File: config.mk
export PLATFORM = sky130hd
export DESIGN_NAME = stream_demux
export DESIGN_NICKNAME = d
export VERILOG_FILES = /design/src/rtl/stream_demux_pkg.sv /design/src/rtl/demux_slot.sv /design/src/rtl/stream_demux.sv
export SDC_FILE = /design/constraint.sdc
export NUM_CORES = 1
export LEC_CHECK = 0
export ABC_AREA = 1
export BUFFER_PORTS_ARGS = -buffer_cell sky130_fd_sc_hd__buf_2
export CAP_MARGIN = 20
export CORE_ASPECT_RATIO = 1.75
export CORE_UTILIZATION = 29
export CTS_CLUSTER_DIAMETER = 100
export CTS_CLUSTER_SIZE = 28
export DETAILED_ROUTE_END_ITERATION = 10
export PLACE_DENSITY = 0.59
export RECOVER_POWER = 50
export SLEW_MARGIN = 30
export SYNTH_ARGS = -nofsm -noshare
export SYNTH_HDL_FRONTEND = slang
export SYNTH_SLANG_ARGS = --single-unit
File: constraint.sdc
create_clock -name Clk -period 2 [get_ports Clk]
set_clock_uncertainty 0.05 [all_clocks]
set_input_delay 0.2 -clock Clk [delete_from_list [all_inputs] [get_ports Clk]]
set_output_delay 0.2 -clock Clk [all_outputs]
set_load 0.01 [all_outputs]
File: src/rtl/stream_demux_pkg.sv
// Shared constants and helpers for stream_demux.
// STREAM_DEMUX_HIZ_EN selects a tri-state idle value for empty channels instead of zero.
package stream_demux_pkg;

  localparam int STREAM_DEMUX_MAX_M = 32;

  function automatic int sel_width(input int m);
    return $clog2(m);
  endfunction

`ifdef STREAM_DEMUX_HIZ_EN
  localparam logic IDLE_BIT = 1'bz;
`else
  localparam logic IDLE_BIT = 1'b0;
`endif

endpackage

File: src/rtl/demux_slot.sv
// One-entry holding register for a single demux output channel.
// The slot drives the package idle value on its data output while it is empty.
module demux_slot
  import stream_demux_pkg::*;
#(
  parameter int N = 16
) (
  input  logic         clk,
  input  logic         rst_n,
  input  logic         load,
  input  logic [N-1:0] data_in,
  input  logic         ready,
  output logic         valid,
  output logic [N-1:0] data_out,
  output logic         can_load
);

  logic         vld;
  logic [N-1:0] data;

  // A load on the same edge as a drain wins, so the slot stays full with new data.
  always_ff @(posedge clk or negedge rst_n) begin
    if (!rst_n) begin
      vld  <= 1'b0;
      data <= '0;
    end else if (load) begin
      vld  <= 1'b1;
      data <= data_in;
    end else if (vld && ready) begin
      vld <= 1'b0;
    end
  end

  assign can_load = !vld || ready;
  assign valid    = vld;
  assign data_out = vld ? data : {N{IDLE_BIT}};

endmodule

File: src/rtl/stream_demux.sv
// Handshaked 1:M demultiplexer with a one-entry holding register per channel.
// Build with STREAM_DEMUX_HIZ_EN to float idle channel outputs instead of driving zero.
module stream_demux
  import stream_demux_pkg::*;
#(
  parameter  int N  = 16,
  parameter  int M  = 8,
  localparam int SW = sel_width(M)
) (
  input  logic                Clk,
  input  logic                Reset_n,
  input  logic [N-1:0]        In,
  input  logic [SW-1:0]       Select,
  input  logic                Broadcast,
  input  logic                InValid,
  output logic                InReady,
  output logic [M-1:0][N-1:0] Out,
  output logic [M-1:0]        OutValid,
  input  logic [M-1:0]        OutReady,
  output logic                Busy
);

  logic [M-1:0] can_load;
  logic [M-1:0] load;
  logic         accept;

  // Valid/ready: a word moves when valid and ready are both high at a rising edge.
  // InReady is a function of slot state, Select, Broadcast and OutReady only, never of
  // InValid; a broadcast is accepted only when every slot can take it in the same edge.
  assign InReady = Broadcast ? (&can_load) : can_load[Select];
  assign accept  = InValid && InReady;
  assign Busy    = |OutValid;

  for (genvar i = 0; i < M; i++) begin : g_slot
    assign load[i] = accept && (Broadcast || (Select == SW'(i)));

    demux_slot #(.N(N)) u_slot (
      .clk      (Clk),
      .rst_n    (Reset_n),
      .load     (load[i]),
      .data_in  (In),
      .ready    (OutReady[i]),
      .valid    (OutValid[i]),
      .data_out (Out[i]),
      .can_load (can_load[i])
    );
  end

endmodule

# After elaboration in Yosys (flattened, before gate mapping)
# Cells that the tools add are included.
dict set report totals {
  input_bits 31
  elab_cells 103
  regBits 136
  output_inout_bits 138
}
dict set report op_classes {
  eq_ne 7
  muxes 27
  order_cmp 1
  n_reduce_logical 52
}
# cell count
set op_table {}
lappend op_table {{16-bit two-way mux} 8}
lappend op_table {{1-bit two-way mux} 18}
lappend op_table {{1-bit logical AND} 17}
lappend op_table {{1-bit logical OR} 16}
lappend op_table {{2-bit nonzero test} 8}
lappend op_table {{3-bit equality test, second input constant} 4}
lappend op_table {{1-bit zero test} 8}
lappend op_table {{8-bit AND reduction} 1}
lappend op_table {{8-bit OR reduction} 1}
lappend op_table {{3-bit by 2-bit equality test with 1-bit output, second input constant} 2}
lappend op_table {{3-bit by 4-bit less-than comparator with 1-bit output, second input constant} 1}
lappend op_table {{1-bit binary-select mux with 3-bit select} 1}
lappend op_table {{3-bit by 1-bit equality test with 1-bit output, second input constant} 1}
lappend op_table {{3-bit zero test} 1}

# Longest topological paths before layout
dict set report depth {
  depth_word 8
  depth_mapped 12
  depth_no_buf 10
}

# Cells and area by module
# Synthesis repeated with hierarchy kept, for this count alone.
dict set report unflattened {
  cells_unflattened 905
  area_unflattened_um2 6804.0
}
# mod cells_per_inst area_per_inst_um2 instances
set by_module_without_submodules {}
lappend by_module_without_submodules {demux_slot 106 812.0 8}
lappend by_module_without_submodules {stream_demux 57 307.8 1}

# Worst setup path before layout
# OpenSTA, ideal clock, no wires.
dict set report synth_path {
  path_kind {register -> register}
  from {register g_slot[3].u_slot.vld}
  to {register g_slot[3].u_slot.data[0]}
  path_slack_ns 0.193
  path_buffers 2
  t_arrival_ns 1.638
  path_stages_with_launch 9
  cell_sequence {dfrtp_1 buf_2 nand2_4 nand4_2 o21ai_4 nand4_4 buf_6 nand2_2 nand2_1}
}
dict set report synth_between {
  elab_chain_cells 7
  word_cells_on_any_way 8
}
# element line
set synth_lines {}
lappend synth_lines {{start, declared} demux_slot.sv:18} ;# logic vld;
lappend synth_lines {{start signal, assigned} demux_slot.sv:24} ;# vld <= 1'b0;
lappend synth_lines {{start signal, assigned} demux_slot.sv:27} ;# vld <= 1'b1;
lappend synth_lines {{start signal, assigned} demux_slot.sv:30} ;# vld <= 1'b0;
lappend synth_lines {{1-bit zero test (*)} demux_slot.sv:34} ;# assign can_load = !vld || ready;
lappend synth_lines {{1-bit logical OR (*)} demux_slot.sv:34}
lappend synth_lines {{1-bit binary-select mux with 3-bit select} stream_demux.sv:30} ;# assign InReady = Broadcast ? (&can_load) : can_load[Select];
lappend synth_lines {{1-bit two-way mux (implied by the code)} stream_demux.sv:30}
lappend synth_lines {{1-bit two-way mux (*)} stream_demux.sv:30}
lappend synth_lines {{1-bit logical AND (*)} stream_demux.sv:31} ;# assign accept = InValid && InReady;
lappend synth_lines {{1-bit logical AND (*)} stream_demux.sv:35} ;# assign load[i] = accept && (Broadcast || (Select == SW'(i)));
lappend synth_lines {{end signal, assigned} demux_slot.sv:28} ;# data <= data_in;
lappend synth_lines {{end, declared} demux_slot.sv:19} ;# logic [N-1:0] data;
# Mark *: on every way between the ends. The rest lies on a longest branch, timed or not. The select of a mux whose other input is x is not followed.
# A chain may end at the register's enable or synchronous reset.

# Final worst setup path
dict set report layout_path {
  from {register g_slot[5].u_slot.vld}
  to {output Busy}
}
dict set report layout_between {
  elab_chain_cells 1
}
# element line
set layout_lines {}
lappend layout_lines {{start, declared} demux_slot.sv:18}
lappend layout_lines {{start signal, assigned} demux_slot.sv:24}
lappend layout_lines {{start signal, assigned} demux_slot.sv:27}
lappend layout_lines {{start signal, assigned} demux_slot.sv:30}
lappend layout_lines {{8-bit OR reduction} stream_demux.sv:32} ;# assign Busy = |OutValid;
lappend layout_lines {{end, declared} stream_demux.sv:20} ;# output logic Busy
# No other way between the ends.

==> summary.md <==
| Metric | Value |
|---|---|
| Critical path class | flop to output pin |
| Clk buf depth | 2 |
| I/O pin total | 169 |
| DPL Wire Length | 16200 um |
| Post-Synth Adder-Cell Area | 0% |
| Hold WS | 31.7 ps |
| Post-Synth XOR/XNOR Area | 0% |
| Slowest cell on the critical path | dfrtp_1 |
| Final hold vios | 0 |
| Root buffer cell | clkbuf_16 |
| # diodes | 0 |
| Worst hold stages | 4 |
| Synth Area in Compound Gates | 0.924% |
| Worst r2r src | g_slot[4].u_slot.valid |
| Post-DRT Antenna Nets | 0 |
| Final nets | 1111 |
| Endpoints failing setup | 0 |
| Combinational share of power | 25.0% |
| Flop pwr share | 41.4% |
| Most frequent cells in the layout | nand2_1, buf_2, inv_1, dfrtp_1, nand4_1 |
| CTS tree | built |
| Switching pwr | 3.21 mW |
| Port buffer count | 168 |
| Worst reg2reg setup slack | 170 ps |
| Syn nets | 974 |
| Sw Ratio | 34.2% |
| Clock network fraction of total power | 33.6% |
| P per Cell Area | 1050 nW/um2 |
| Critical path peak fanout | 18 |
| Pins over their slew limit | 0 |
| Max-Cap Viols | 0 |
| Status | finished clean |
| CP max stage delay | 400 ps |
| Critical Path Sink Type | output pin |
| Die extent in x | 121 um |
| Worst Max-Slew Pin Slew | 1240 ps |
| First-pass GRT wire length | 36900 um |
| Gr usage total | 19.3% |
| Cell row count | 75 |
| Synth Area in Simple Gates | 37.3% |
| Internal power | 6.18 mW |
| Crit path DAT | 1680 ps |
| Critical Path Start | g_slot[5].u_slot.valid |
| Dpl ws | 224 ps |
| CTS H-tree lvls | 4 |
| Tcrit/Tclk final | 96.7% |
| Worst-path clk slew | 70 ps |
| Hold Crit Class | input pin to flop |
| Layout cells sized above 1 | 24.6% |
| Wire per inst | 17.4 um |
| RR Endpoint | g_slot[3].u_slot.data[15] |
| Worst-Skew Late Latency | 420 ps |
| Core area | 24100 um2 |
| Hold path startpoint | OutReady[2] |
| First-pass iteration count of the detailed router | 5 |
| Remaining Overflow, GRT | 0 |
| Via Count | 6719 |
| Fin util | 37.0% |
| Die area | 25400 um2 |
| Initial core utilization | 29.8% |
| Min-Delay Endpoint | g_slot[2].u_slot.valid |
| Initial antenna violation count | 2 |
| DIE HEIGHT | 210 um |
| Min Tclk post-route | 1930 ps |
| Vias in the first global route | 6306 |
| Cell variety after synth | 23 |
| DR iter-0 viols | 420 |
| Leak Pwr | 5.73 nW |
| Synth warn | 0 |
| Setup TNS | 0 ps |
| Peak VDD IR | 526 uV |
| Final worst slack | 66.1 ps |
| Final std cells w/o fill | 1401 |
| Total clock sinks | 136 |
| Area Growth Syn to Fin | 24.3% |
| Avg Cell Area, Syn | 7.61 um2 |
| Sequential fraction of the synthesis area | 47.4% |
| Cells after Synth | 943 |
| CTS Buf Count | 17 |
| Residual DRC | 0 |
| Post-Place Cells | 1360 |
| WL final | 24300 um |
| Largest net degree at the start of global routing | 54 |
| Commonest non-fill, non-tap cell in the layout | nand2_1 |
| GP Congestion | 0.906 |
| Cell Chain, Critical Path | buf_4, nor4_2, nand2_1, buf_2 |
| Multiplexer area fraction after synthesis | 0% |
| Yosys reg bits | 136 |
| Synthesized area | 7180 um2 |
| WP data required | 1750 ps |
| Slew HR | 17.2% |
| Worst reg-to-reg path cell count | 8 |
| Largest family of logic cells by synthesized area | simple AND/OR/NAND/NOR gates |
| Via/cell ratio | 4.80 |
| Setup crit start kind | flop |
| Max Fclk | 0.517 GHz |
how the worst max path moves through the flow:
stage	end	cells past startpoint
finish	Busy	4
global route	InReady	8
CTS	Busy	4
detailed placement	g_slot[3].u_slot.data[15]	8
global placement	g_slot[3].u_slot.data[12]	8
floorplan	g_slot[3].u_slot.data[0]	8
synth_stat cells:
cell | n | share of area (%)
buf_2 | 19 | 1.3
buf_4 | 10 | 1.0
nor2_1 | 11 | 0.58
o21ai_4 | 1 | 0.23
o21ai_1 | 8 | 0.56
buf_6 | 12 | 1.9
nor4_1 | 2 | 0.17
a21oi_1 | 2 | 0.14
dfrtp_1 | 136 | 47
clkbuf_1 | 27 | 1.4
buf_1 | 7 | 0.37
nand4_4 | 8 | 2.4
inv_2 | 4 | 0.21
nand2_2 | 12 | 1.0
nand2_1 | 394 | 21
nand4_1 | 129 | 11
nor3_1 | 1 | 0.070
nand2_4 | 3 | 0.47
clkbuf_2 | 11 | 0.77
nand4_2 | 2 | 0.35
nand3_1 | 2 | 0.14
nand3_4 | 1 | 0.24
inv_1 | 141 | 7.4
flip-flops by register name (all words and copies together), names as in the netlist:
| signal | flops |
|---|---|
| g_slot.u_slot.data | 128 |
| g_slot.u_slot.valid | 8 |
per-layer routing:
| metal | GRT usage, % | wire length, um | up-vias |
|---|---|---|---|
| met3 | 3.27 | 1040 | 41 |
| li1 | - | - | 3218 |
| met1 | 24.3 | 9900 | 3222 |
| met4 | 9.71 | 910 | 4 |
| met2 | 31.8 | 12500 | 234 |
| met5 | 0 | 27 | - |
stage by stage:
step           area (um2)  total power [mW]
6_report             8920              9.39
5_1_grt              8920              9.95
4_1_cts              8830              9.40
3_5_place_dp         8210              6.19
3_3_place_gp         8210              6.17
2_1_floorplan        7180              5.31
repair_timing:
| action | 4_1_cts | 5_1_grt |
|---|---|---|
| hold endpoints to repair | 136 | 0 |
| gates resized for setup | 0 | 7 |
| buffers inserted | 2 | 4 |
| gates cloned | 0 | 2 |
| endpoints found under the setup margin | 1 | 58 |
| pin swaps | 1 | 6 |
| hold buffers | 1 | 0 |
logic make-up (layout without fill, tap and decap cells):
group                  after synthesis  in the layout
buffers and inverters              231            381
DFF                                136            136
AOI/OAI and AO/OA                   11             11
and+or+nand+nor                    565            565
power groups by stage:
| stage | clock network (mW) | registers, mW | logic (mW) |
|---|---|---|---|
| 2_1_floorplan | 0 | 3.74 | 1.56 |
| 5_1_grt | 3.35 | 3.96 | 2.64 |
| 4_1_cts | 3.22 | 3.88 | 2.30 |
| 3_3_place_gp | 0 | 3.94 | 2.23 |
| 6_report | 3.16 | 3.88 | 2.35 |
| 3_5_place_dp | 0 | 3.92 | 2.27 |
worst max-delay path, delay by kind of cell, from the launching register on:
| family | cells | cell delay (ps) |
|---|---|---|
| AND/OR/NAND/NOR | 2 | 480 |
| flip-flops | 1 | 400 |
| buffers and inverters | 2 | 380 |
layout make-up:
type | count | area (um2)
Clock inverter | 13 | 148
Clock buffer | 19 | 443
Sequential cell | 136 | 3400
Timing Repair Buffer | 204 | 1230
Fill cell | 2553 | 15200
Multi-Input combinational cell | 576 | 2770
Tap cell | 308 | 385
Inverter | 145 | 544
Power figures use the tool's default switching activity.
